===== config.mk =====
export PLATFORM = sky130hd
export DESIGN_NAME = pixel_frame_feeder
export DESIGN_NICKNAME = d
export VERILOG_FILES = /design/src/rtl/pixel_frame_feeder.sv
export SDC_FILE = /design/constraint.sdc
export NUM_CORES = 1
export LEC_CHECK = 0
export ABC_CLOCK_PERIOD_IN_PS = 4050
export CORE_MARGIN = 2
export CORE_UTILIZATION = 54
export CTS_BUF_LIST = sky130_fd_sc_hd__clkbuf_8 sky130_fd_sc_hd__clkbuf_16
export DETAILED_ROUTE_END_ITERATION = 16
export GPL_TIMING_DRIVEN = 0
export HOLD_SLACK_MARGIN = 0.05
export PLACE_DENSITY = 0.9
export SETUP_SLACK_MARGIN = 0.2
export SYNTH_ARGS = -nofsm -noshare
export SYNTH_HDL_FRONTEND = slang
export SYNTH_SLANG_ARGS = --single-unit

===== constraint.sdc =====
create_clock -name clk -period 4.05 [get_ports clk]
set_input_delay 0.6075 -clock clk [delete_from_list [all_inputs] [get_ports clk]]
set_output_delay 0.6075 -clock clk [all_outputs]
set_load 0.02 [all_outputs]

===== src/rtl/pixel_frame_feeder.sv =====
// Raster frame feeder: forwards size_x*size_y pixels from a valid/ready source to a valid/ready sink with sof/eol/eof markers.
// Optional line blanking is compiled in with `define PIXEL_FEEDER_BLANKING_EN.
module pixel_frame_feeder #(
    parameter int unsigned PIXEL_W     = 8,
    parameter int unsigned DIM_W       = 12,
    parameter int unsigned FRAME_CNT_W = 16,
    parameter int unsigned H_BLANK     = 4
) (
    input  logic                   clk,
    input  logic                   rst,
    input  logic                   start,
    input  logic                   cont,
    input  logic                   abort,
    input  logic [DIM_W-1:0]       size_x,
    input  logic [DIM_W-1:0]       size_y,
    input  logic [PIXEL_W-1:0]     src_pixel,
    input  logic                   src_valid,
    output logic                   src_ready,
    output logic [PIXEL_W-1:0]     pixel_out,
    output logic                   out_valid,
    input  logic                   out_ready,
    output logic                   sof,
    output logic                   eol,
    output logic                   eof,
    output logic                   busy,
    output logic                   done,
    output logic [FRAME_CNT_W-1:0] frame_count
);

    typedef enum logic [2:0] {
        ST_IDLE,
        ST_RUNNING,
        ST_DRAIN,
        ST_READY
`ifdef PIXEL_FEEDER_BLANKING_EN
        ,
        ST_BLANK
`endif
    } state_t;

`ifdef PIXEL_FEEDER_BLANKING_EN
    localparam int unsigned BLANK_W = 8;
    logic [BLANK_W-1:0] blank_cnt_q, blank_cnt_d;
`else
    logic unused_h_blank;
    assign unused_h_blank = ^H_BLANK;
`endif

    state_t                 state_q, state_d;
    logic [DIM_W-1:0]       size_x_q, size_x_d;
    logic [DIM_W-1:0]       size_y_q, size_y_d;
    logic [DIM_W-1:0]       x_q, x_d;
    logic [DIM_W-1:0]       y_q, y_d;
    logic [PIXEL_W-1:0]     pixel_out_q, pixel_out_d;
    logic                   out_valid_q, out_valid_d;
    logic                   sof_q, sof_d;
    logic                   eol_q, eol_d;
    logic                   eof_q, eof_d;
    logic [FRAME_CNT_W-1:0] frame_count_q, frame_count_d;
    logic                   src_ready_c;
    logic                   last_x_c;
    logic                   last_y_c;
    logic                   xfer_c;

    // State and datapath registers
    always_ff @(posedge clk or negedge rst) begin
        if (!rst) begin
            state_q       <= ST_IDLE;
            size_x_q      <= '0;
            size_y_q      <= '0;
            x_q           <= '0;
            y_q           <= '0;
            pixel_out_q   <= '0;
            out_valid_q   <= 1'b0;
            sof_q         <= 1'b0;
            eol_q         <= 1'b0;
            eof_q         <= 1'b0;
            frame_count_q <= '0;
`ifdef PIXEL_FEEDER_BLANKING_EN
            blank_cnt_q   <= '0;
`endif
        end else begin
            state_q       <= state_d;
            size_x_q      <= size_x_d;
            size_y_q      <= size_y_d;
            x_q           <= x_d;
            y_q           <= y_d;
            pixel_out_q   <= pixel_out_d;
            out_valid_q   <= out_valid_d;
            sof_q         <= sof_d;
            eol_q         <= eol_d;
            eof_q         <= eof_d;
            frame_count_q <= frame_count_d;
`ifdef PIXEL_FEEDER_BLANKING_EN
            blank_cnt_q   <= blank_cnt_d;
`endif
        end
    end

    // Next-state, counters and one-entry output register
    always_comb begin
        state_d       = state_q;
        size_x_d      = size_x_q;
        size_y_d      = size_y_q;
        x_d           = x_q;
        y_d           = y_q;
        pixel_out_d   = pixel_out_q;
        out_valid_d   = out_valid_q;
        sof_d         = sof_q;
        eol_d         = eol_q;
        eof_d         = eof_q;
        frame_count_d = frame_count_q;
`ifdef PIXEL_FEEDER_BLANKING_EN
        blank_cnt_d   = blank_cnt_q;
`endif
        src_ready_c   = 1'b0;
        last_x_c      = (x_q == (size_x_q - DIM_W'(1)));
        last_y_c      = (y_q == (size_y_q - DIM_W'(1)));
        xfer_c        = out_valid_q && out_ready;

        if (xfer_c) begin
            out_valid_d = 1'b0;
        end

        case (state_q)
            ST_IDLE: begin
                if (start) begin
                    size_x_d = size_x;
                    size_y_d = size_y;
                    x_d      = '0;
                    y_d      = '0;
                    state_d  = ((size_x == '0) || (size_y == '0)) ? ST_READY : ST_RUNNING;
                end
            end
            ST_RUNNING: begin
                src_ready_c = !out_valid_q || out_ready;
                if (src_valid && src_ready_c) begin
                    pixel_out_d = src_pixel;
                    out_valid_d = 1'b1;
                    sof_d       = (x_q == '0) && (y_q == '0);
                    eol_d       = last_x_c;
                    eof_d       = last_x_c && last_y_c;
                    if (last_x_c) begin
                        x_d = '0;
                        y_d = y_q + DIM_W'(1);
                        if (last_y_c) begin
                            state_d = ST_DRAIN;
                        end else begin
`ifdef PIXEL_FEEDER_BLANKING_EN
                            state_d     = ST_BLANK;
                            blank_cnt_d = '0;
`endif
                        end
                    end else begin
                        x_d = x_q + DIM_W'(1);
                    end
                end
            end
`ifdef PIXEL_FEEDER_BLANKING_EN
            ST_BLANK: begin
                if (blank_cnt_q == BLANK_W'(H_BLANK - 1)) begin
                    blank_cnt_d = '0;
                    state_d     = ST_RUNNING;
                end else begin
                    blank_cnt_d = blank_cnt_q + BLANK_W'(1);
                end
            end
`endif
            ST_DRAIN: begin
                if (xfer_c) begin
                    state_d = ST_READY;
                end
            end
            ST_READY: begin
                frame_count_d = frame_count_q + FRAME_CNT_W'(1);
                x_d           = '0;
                y_d           = '0;
                // An empty latched frame in continuous mode repeats as empty frames
                if (cont) begin
                    state_d = ((size_x_q == '0) || (size_y_q == '0)) ? ST_READY : ST_RUNNING;
                end else begin
                    state_d = ST_IDLE;
                end
            end
            default: begin
                state_d = ST_IDLE;
            end
        endcase

        if (abort) begin
            state_d       = ST_IDLE;
            out_valid_d   = 1'b0;
            x_d           = '0;
            y_d           = '0;
            frame_count_d = frame_count_q;
`ifdef PIXEL_FEEDER_BLANKING_EN
            blank_cnt_d   = '0;
`endif
        end
    end

    assign src_ready   = src_ready_c;
    assign pixel_out   = pixel_out_q;
    assign out_valid   = out_valid_q;
    assign sof         = sof_q;
    assign eol         = eol_q;
    assign eof         = eof_q;
    assign busy        = (state_q != ST_IDLE);
    assign done        = (state_q == ST_READY);
    assign frame_count = frame_count_q;

endmodule


==> results of run 1 <==
[report_power, final]
| group | switching [mW] | internal, mW |
|---|---|---|
| registers | 0.241 | 0.983 |
| logic | 0.811 | 0.682 |
| clock network | 0.313 | 0.287 |
[cell families after synthesis]
| family | synth area share |
|---|---|
| xor+xnor | 0.09391 |
| mux | 0.08189 |
| buf+inv | 0.03102 |
| fa+ha+maj | 0.01956 |
| simple gates | 0.2278 |
| compound gates | 0.1098 |
| flops | 0.4360 |
[flip-flops by register name, indices dropped and copies added, names as in the netlist]
register,cells
eof,1
eol,1
frame_count,16
out_valid,1
pixel_out,8
size_x_q,12
size_y_q,12
sof,1
state_q,2
x_q,12
y_q,12
[layer usage]
layer	GRT usage	vias up	share of wire	wire (µm)
met2	0.4563	169	0.49	5754
met5	0	-	0	0
met4	0.09420	0	0.020	235
met3	0.06877	25	0.071	825
li1	-	1822	-	-
met1	0.3564	1931	0.42	4836
[synth_stat cells (all sizes together), types with 5 or more instances]
cell type	count	area, µm²
buf	6	33.78
xor2	19	166.4
or4	7	52.55
nand3	22	115.1
nor3	16	80.08
nand2b	11	68.82
nand4	11	68.82
o21ai	18	90.08
inv	17	63.81
xnor2	29	254.0
nor2b	5	31.28
clkbuf	11	41.29
a21oi	15	75.07
ha	7	87.58
nor2	31	118.9
nand2	47	176.4
mux2	29	326.6
dfrtp	78	1952
o211ai	5	37.54
and3	10	62.56
nor4	13	81.33
[final timing paths]
path | to | slack, ps | from
max | x_q[0] | 540 | size_x_q[0]
min | size_x_q[3] | 180 | rst
max reg2reg | x_q[0] | 540 | size_x_q[0]
min reg2reg | frame_count[15] | 480 | frame_count[15]
max in group asynchronous | size_y_q[7] | 3300 | rst
min in group clk | frame_count[15] | 480 | frame_count[15]
[area by class of cell]
cell class / instances / area (µm²) / area share
well taps: 105 / 131.4 / 0.02381
plain buffers: 17 / 75.07 / 0.01361
clock buffers: 9 / 123.9 / 0.02245
flip-flops and latches: 78 / 1952 / 0.3537
inverters: 17 / 63.81 / 0.01156
clock inverters: 7 / 75.07 / 0.01361
repair buffers: 69 / 705.7 / 0.1279
multi-input cells: 352 / 2391 / 0.4333
[repair_timing]
item                       in CTS  in global routing
setup endpoints to repair       0                  2
resized for setup               0                  1
hold buffers                    0                  0
[through the flow]
stage,setup slack [ps],std cells
floorplan,984.8,464
global placement,-232.3,637
detailed placement,389.0,638
CTS,357.1,654
global route,333.1,654
finish,542.4,654
==> out/qor.yml, run 1 <==
run_status:
  status: "finished clean"
floorplanning:
  ios: 70
  start_util: 0.5504
  rows: 33
  dieWidth_um: 95.05
  die_h_um: 95.05
  dieArea_um2: 9035
  core_area_um2: 8134
power:
  total_power_mw: 3.318
  p_leak_nw: 2.313
  ir_drop_mv: 0.4555
  powerDensity_nw_per_um2: 601.3
timing:
  worstMarginPinSlew_ps: 765.1
  min_period_ps: 3508
  maxSlewHeadroom: 0.4880
  rsz0062_at_grt: "false"
  hold_viol: 0
  whs_ps: 175.7
  max_freq_ghz: 0.2851
  slew_violations: 0
  setup_viol: 0
  timing.final.crit_share: 0.8661
  setup-tns-final_ps: 0
  fin_skew_ps: 8.698
clocking:
  clock_latency_ps: 350
  cts_max_path_buffers: 2
  cts_buffers: 9
  clk_pin_slew_ps: 90
  cts_setup_buffers: 0
  cts_htree_levels: 3
  tritoncts: "built"
  cts_root_buf: "clkbuf_8"
  clkSinkCount: 78
detailed_routing:
  vias: 3947
  ant_nets: 0
  drc: 0
  drt_iter0_drc: 423
  routed_wl_mm: 11.65
  routedWlPerCell_um: 17.82
  firstDrtPassIters: 5
  viasPerCell: 6.035
final_layout:
  layout-drive-gt1-share: 0.1166
  finalInstanceArea_um2: 5518
  fill_cells: 570
  num_antenna_cells: 0
  syn_to_final_growth_pct: 23.25
  num-nets-final: 590
  final_common_cell: "dfrtp_1"
  fin_util: 0.6784
  final_cell_mix: "dfrtp_1, clkdlybuf4s50_1, nand2_1"
critical_path:
  crit_type: "reg -> reg"
  worst-path-stages: 9
  timing.critical_path.buf_inv: 1
  slowest_delay_ps: 690
  cp.required_ps: 4290
  critPathArrivalTime_ps: 3740
  cp_slowest_cell: "o31ai_2"
  critPathMaxFanout: 9
  crit_path_end_kind: "flip-flop"
  rr_worst_depth: 9
  path_cells: "inv_1, ha_1, or4b_4, or3_4, a2111oi_4, nand3_2, o31ai_2, nor2_1, mux2_2"
  worstSetupStartpointType: "flip-flop"
  cpLargestDelayFamily: "simple AND/OR/NAND/NOR gates"
global_route:
  grt_pass1_vias: 4010
  grt_max_degree: 49
  antenna_found_initial: 0
  track_usage: 0.2761
  globalRoute.totalOverflow: 0
  grt_pass1_wl_mm: 19.44
placed_design:
  hpwl_mm: 8.378
  place_congestion: 0.9122
  placement.io_buffers: 68
  place_area_um2: 5314
synthesis:
  async_reset_ff_frac: 1.000
  syn_nets: 510
  dominantRegCellSynth: "dfrtp_1"
  ys_seq_elements: 78
  yosysUniqueCellTypes: 58
  postSynthAreaPerCell_um2: 9.648
  yosys_warnings: 0
  netlist_area_um2: 4477
  synth_edf_count: 0
  ys_seq_area_frac: 0.4360
  syn_inst: 464
job:
  max-cap-violations: 0
worst_hold_path:
  hold_path_class: "in -> async"
Power figures use the tool's default switching activity.
==> inputs of run 2 (changes only) <==
--- a/config.mk
+++ b/config.mk
@@ -13,6 +13,7 @@
 export GPL_TIMING_DRIVEN = 0
 export HOLD_SLACK_MARGIN = 0.05
 export PLACE_DENSITY = 0.9
+export REMOVE_ABC_BUFFERS = 1
 export SETUP_SLACK_MARGIN = 0.2
 export SYNTH_ARGS = -nofsm -noshare
 export SYNTH_HDL_FRONTEND = slang
==> run 2 against run 1 <==
Effect of this change: critical path depth is the same; non-clock buffer count shrank 15; utilization shrank 0.55 points; combinational power shrank 3%; clock skew grew 2.1 ps; fmax shrank 1.0%; sequential share of layout area grew 0.29 points; critical endpoint is now state_q[0]; largest cell class unchanged; highest routed layer unchanged.
==> out/qor.yml, run 2 (same netlist as run 1, synthesis figures left out) <==
run_status:
  status: "finished clean"
final_layout:
  syn_to_final_growth_pct: 22.25
  fin_util: 0.6728  # -0.005537
  fill_cells: 566  # -0.70%
  final_common_cell: "dfrtp_1"
  num_antenna_cells: 0  # unchanged
  largest_reg_flops: 16  # unchanged
  multiInputGateArea_um2: 2394  # +0.10%
  num-nets-final: 575  # -2.5%
  layout-drive-gt1-share: 0.1180  # +0.001402
  final_cell_mix: "dfrtp_1, clkdlybuf4s50_1, nand2_1"
  final-seq-area_um2: 1952  # unchanged
timing:
  rsz0062_at_grt: "false"
  slew_violations: 0  # unchanged
  hold_viol: 0  # unchanged
  fin_skew_ps: 10.79  # +2.087 ps
  maxSlewHeadroom: 0.3081  # -0.1800
  max_freq_ghz: 0.2822  # -1.0%
  worstMarginPinSlew_ps: 1036  # +270.6 ps
  timing.final.crit_share: 0.8748  # +0.008759
  setup-tns-final_ps: 0  # unchanged
  min_period_ps: 3543  # +35.47 ps
  setup_viol: 0  # unchanged
placed_design:
  place_congestion: 0.8691  # -4.7%
  placement.io_buffers: 69  # +1.5%
  hpwl_mm: 7.850  # -6.3%
clocking:
  ctsHoldBuffers: 0  # unchanged
  cts_max_path_buffers: 2  # unchanged
  tritoncts: "built"
  cts_htree_levels: 3  # unchanged
  clk_pin_slew_ps: 90  # about the same
  cts_root_buf: "clkbuf_8"
  cts_buffers: 9  # unchanged
  cts_setup_buffers: 0  # unchanged
  clkSinkCount: 78  # unchanged
  clock_latency_ps: 360  # about the same
power:
  ir_drop_mv: 0.5077  # +11%
  p_leak_nw: 2.293  # -0.86%
  powerDensity_nw_per_um2: 601.2  # about the same
global_route:
  grt_pass1_vias: 3766  # -6.1%
  globalRoute.totalOverflow: 0  # unchanged
  track_usage: 0.2483  # -0.02781
  grt_max_degree: 59  # +20%
  antenna_found_initial: 0  # unchanged
  grt_pass1_wl_mm: 17.57  # -9.6%
critical_path:
  worstSetupStartpointType: "flip-flop"
  rr_worst_depth: 9  # unchanged
  crit_type: "reg -> reg"
  worst-path-stages: 9  # unchanged
  slowest_delay_ps: 640  # -50 ps
  cp_slowest_cell: "nor3_2"
  crit_path_end_kind: "flip-flop"
  timing.critical_path.buf_inv: 1  # unchanged
  path_cells: "inv_1, ha_1, or4b_4, or3_4, a2111oi_4, nand3_2, nor3_2, nand4_1, o21ba_2"
  cpLargestDelayFamily: "simple AND/OR/NAND/NOR gates"
  critPathArrivalTime_ps: 3800  # +60 ps
  cp.required_ps: 4300  # about the same
  critPathMaxFanout: 8  # -1
floorplanning:
  start_util: 0.5504  # unchanged
  die_h_um: 95.05  # unchanged
  core_area_um2: 8134  # unchanged
  ios: 70  # unchanged
  dieArea_um2: 9035  # unchanged
  rows: 33  # unchanged
  dieWidth_um: 95.05  # unchanged
detailed_routing:
  vias: 3878  # -1.7%
  routed_wl_mm: 10.85  # -6.9%
  routedWlPerCell_um: 16.98  # -4.7%
  firstDrtPassIters: 5  # unchanged
  ant_nets: 0  # unchanged
  viasPerCell: 6.069  # +0.56%
  drc: 0  # unchanged
  drt_iter0_drc: 366  # -13%
worst_hold_path:
  hold_path_class: "in -> async"
job:
  max-cap-violations: 0  # unchanged
[run 2: layer usage]
metal	vias to the layer above	global-route usage	wire (µm)
li1	1799	-	-
met1	1858	0.3228	4569
met2	188	0.3995	5228
met3	33	0.04743	722
met4	0	0.1220	330
met5	-	0	0
[run 2: final cells by class]
cell class                 instances  share of cell area
clock buffer                       9             0.02263
clock inverter                     7             0.01417
tap                              105             0.02401
timing repair buffer              71              0.1335
sequential                        78              0.3567
multi-input combinational        352              0.4374
inverter                          17             0.01166
[run 2: final timing paths]
check / slack [ps] / startpoint / endpoint
min in group clk: 470 / frame_count[15] / frame_count[15]
hold / removal: 130 / rst / size_x_q[3]
setup reg to reg: 510 / size_x_q[0] / state_q[0]
setup / recovery: 510 / size_x_q[0] / state_q[0]
hold reg to reg: 470 / frame_count[15] / frame_count[15]
max in group asynchronous: 3340 / rst / y_q[4]
[run 2: worst reg2reg max path, stage by stage, from the launching register on]
cell       delay (ps)
dfrtp_1           430
inv_1              90
ha_1              230
or4b_4            500
or3_4             350
a2111oi_4         360
nand3_2           180
nor3_2            640
nand4_1           350
o21ba_2           290
[run 2: timing repair]
action,4_1_cts,5_1_grt
gates resized for setup,1,0
endpoints found under the setup margin,2,0
hold endpoints to repair,0,0
[run 2: per-stage QoR]
stage               area, µm²  total power, mW  hold WS, ps  setup slack [ps]  instances
floorplan                4402            2.164        311.9             898.1        447
global placement         5224            2.569        459.1            -266.1        621
detailed placement       5266            2.661        463.6             169.1        623
CTS                      5473            3.278        134.8             572.2        639
global route             5473            3.478        144.8             361.2        639
finish                   5473            3.290        129.3             506.9        639
[run 2: power breakdown]
part           switching, mW  internal [mW]  total [mW]
clock network          0.310          0.291       0.601
registers              0.261          0.984        1.25
logic                  0.776          0.668        1.44
total                   1.35           1.94        3.29
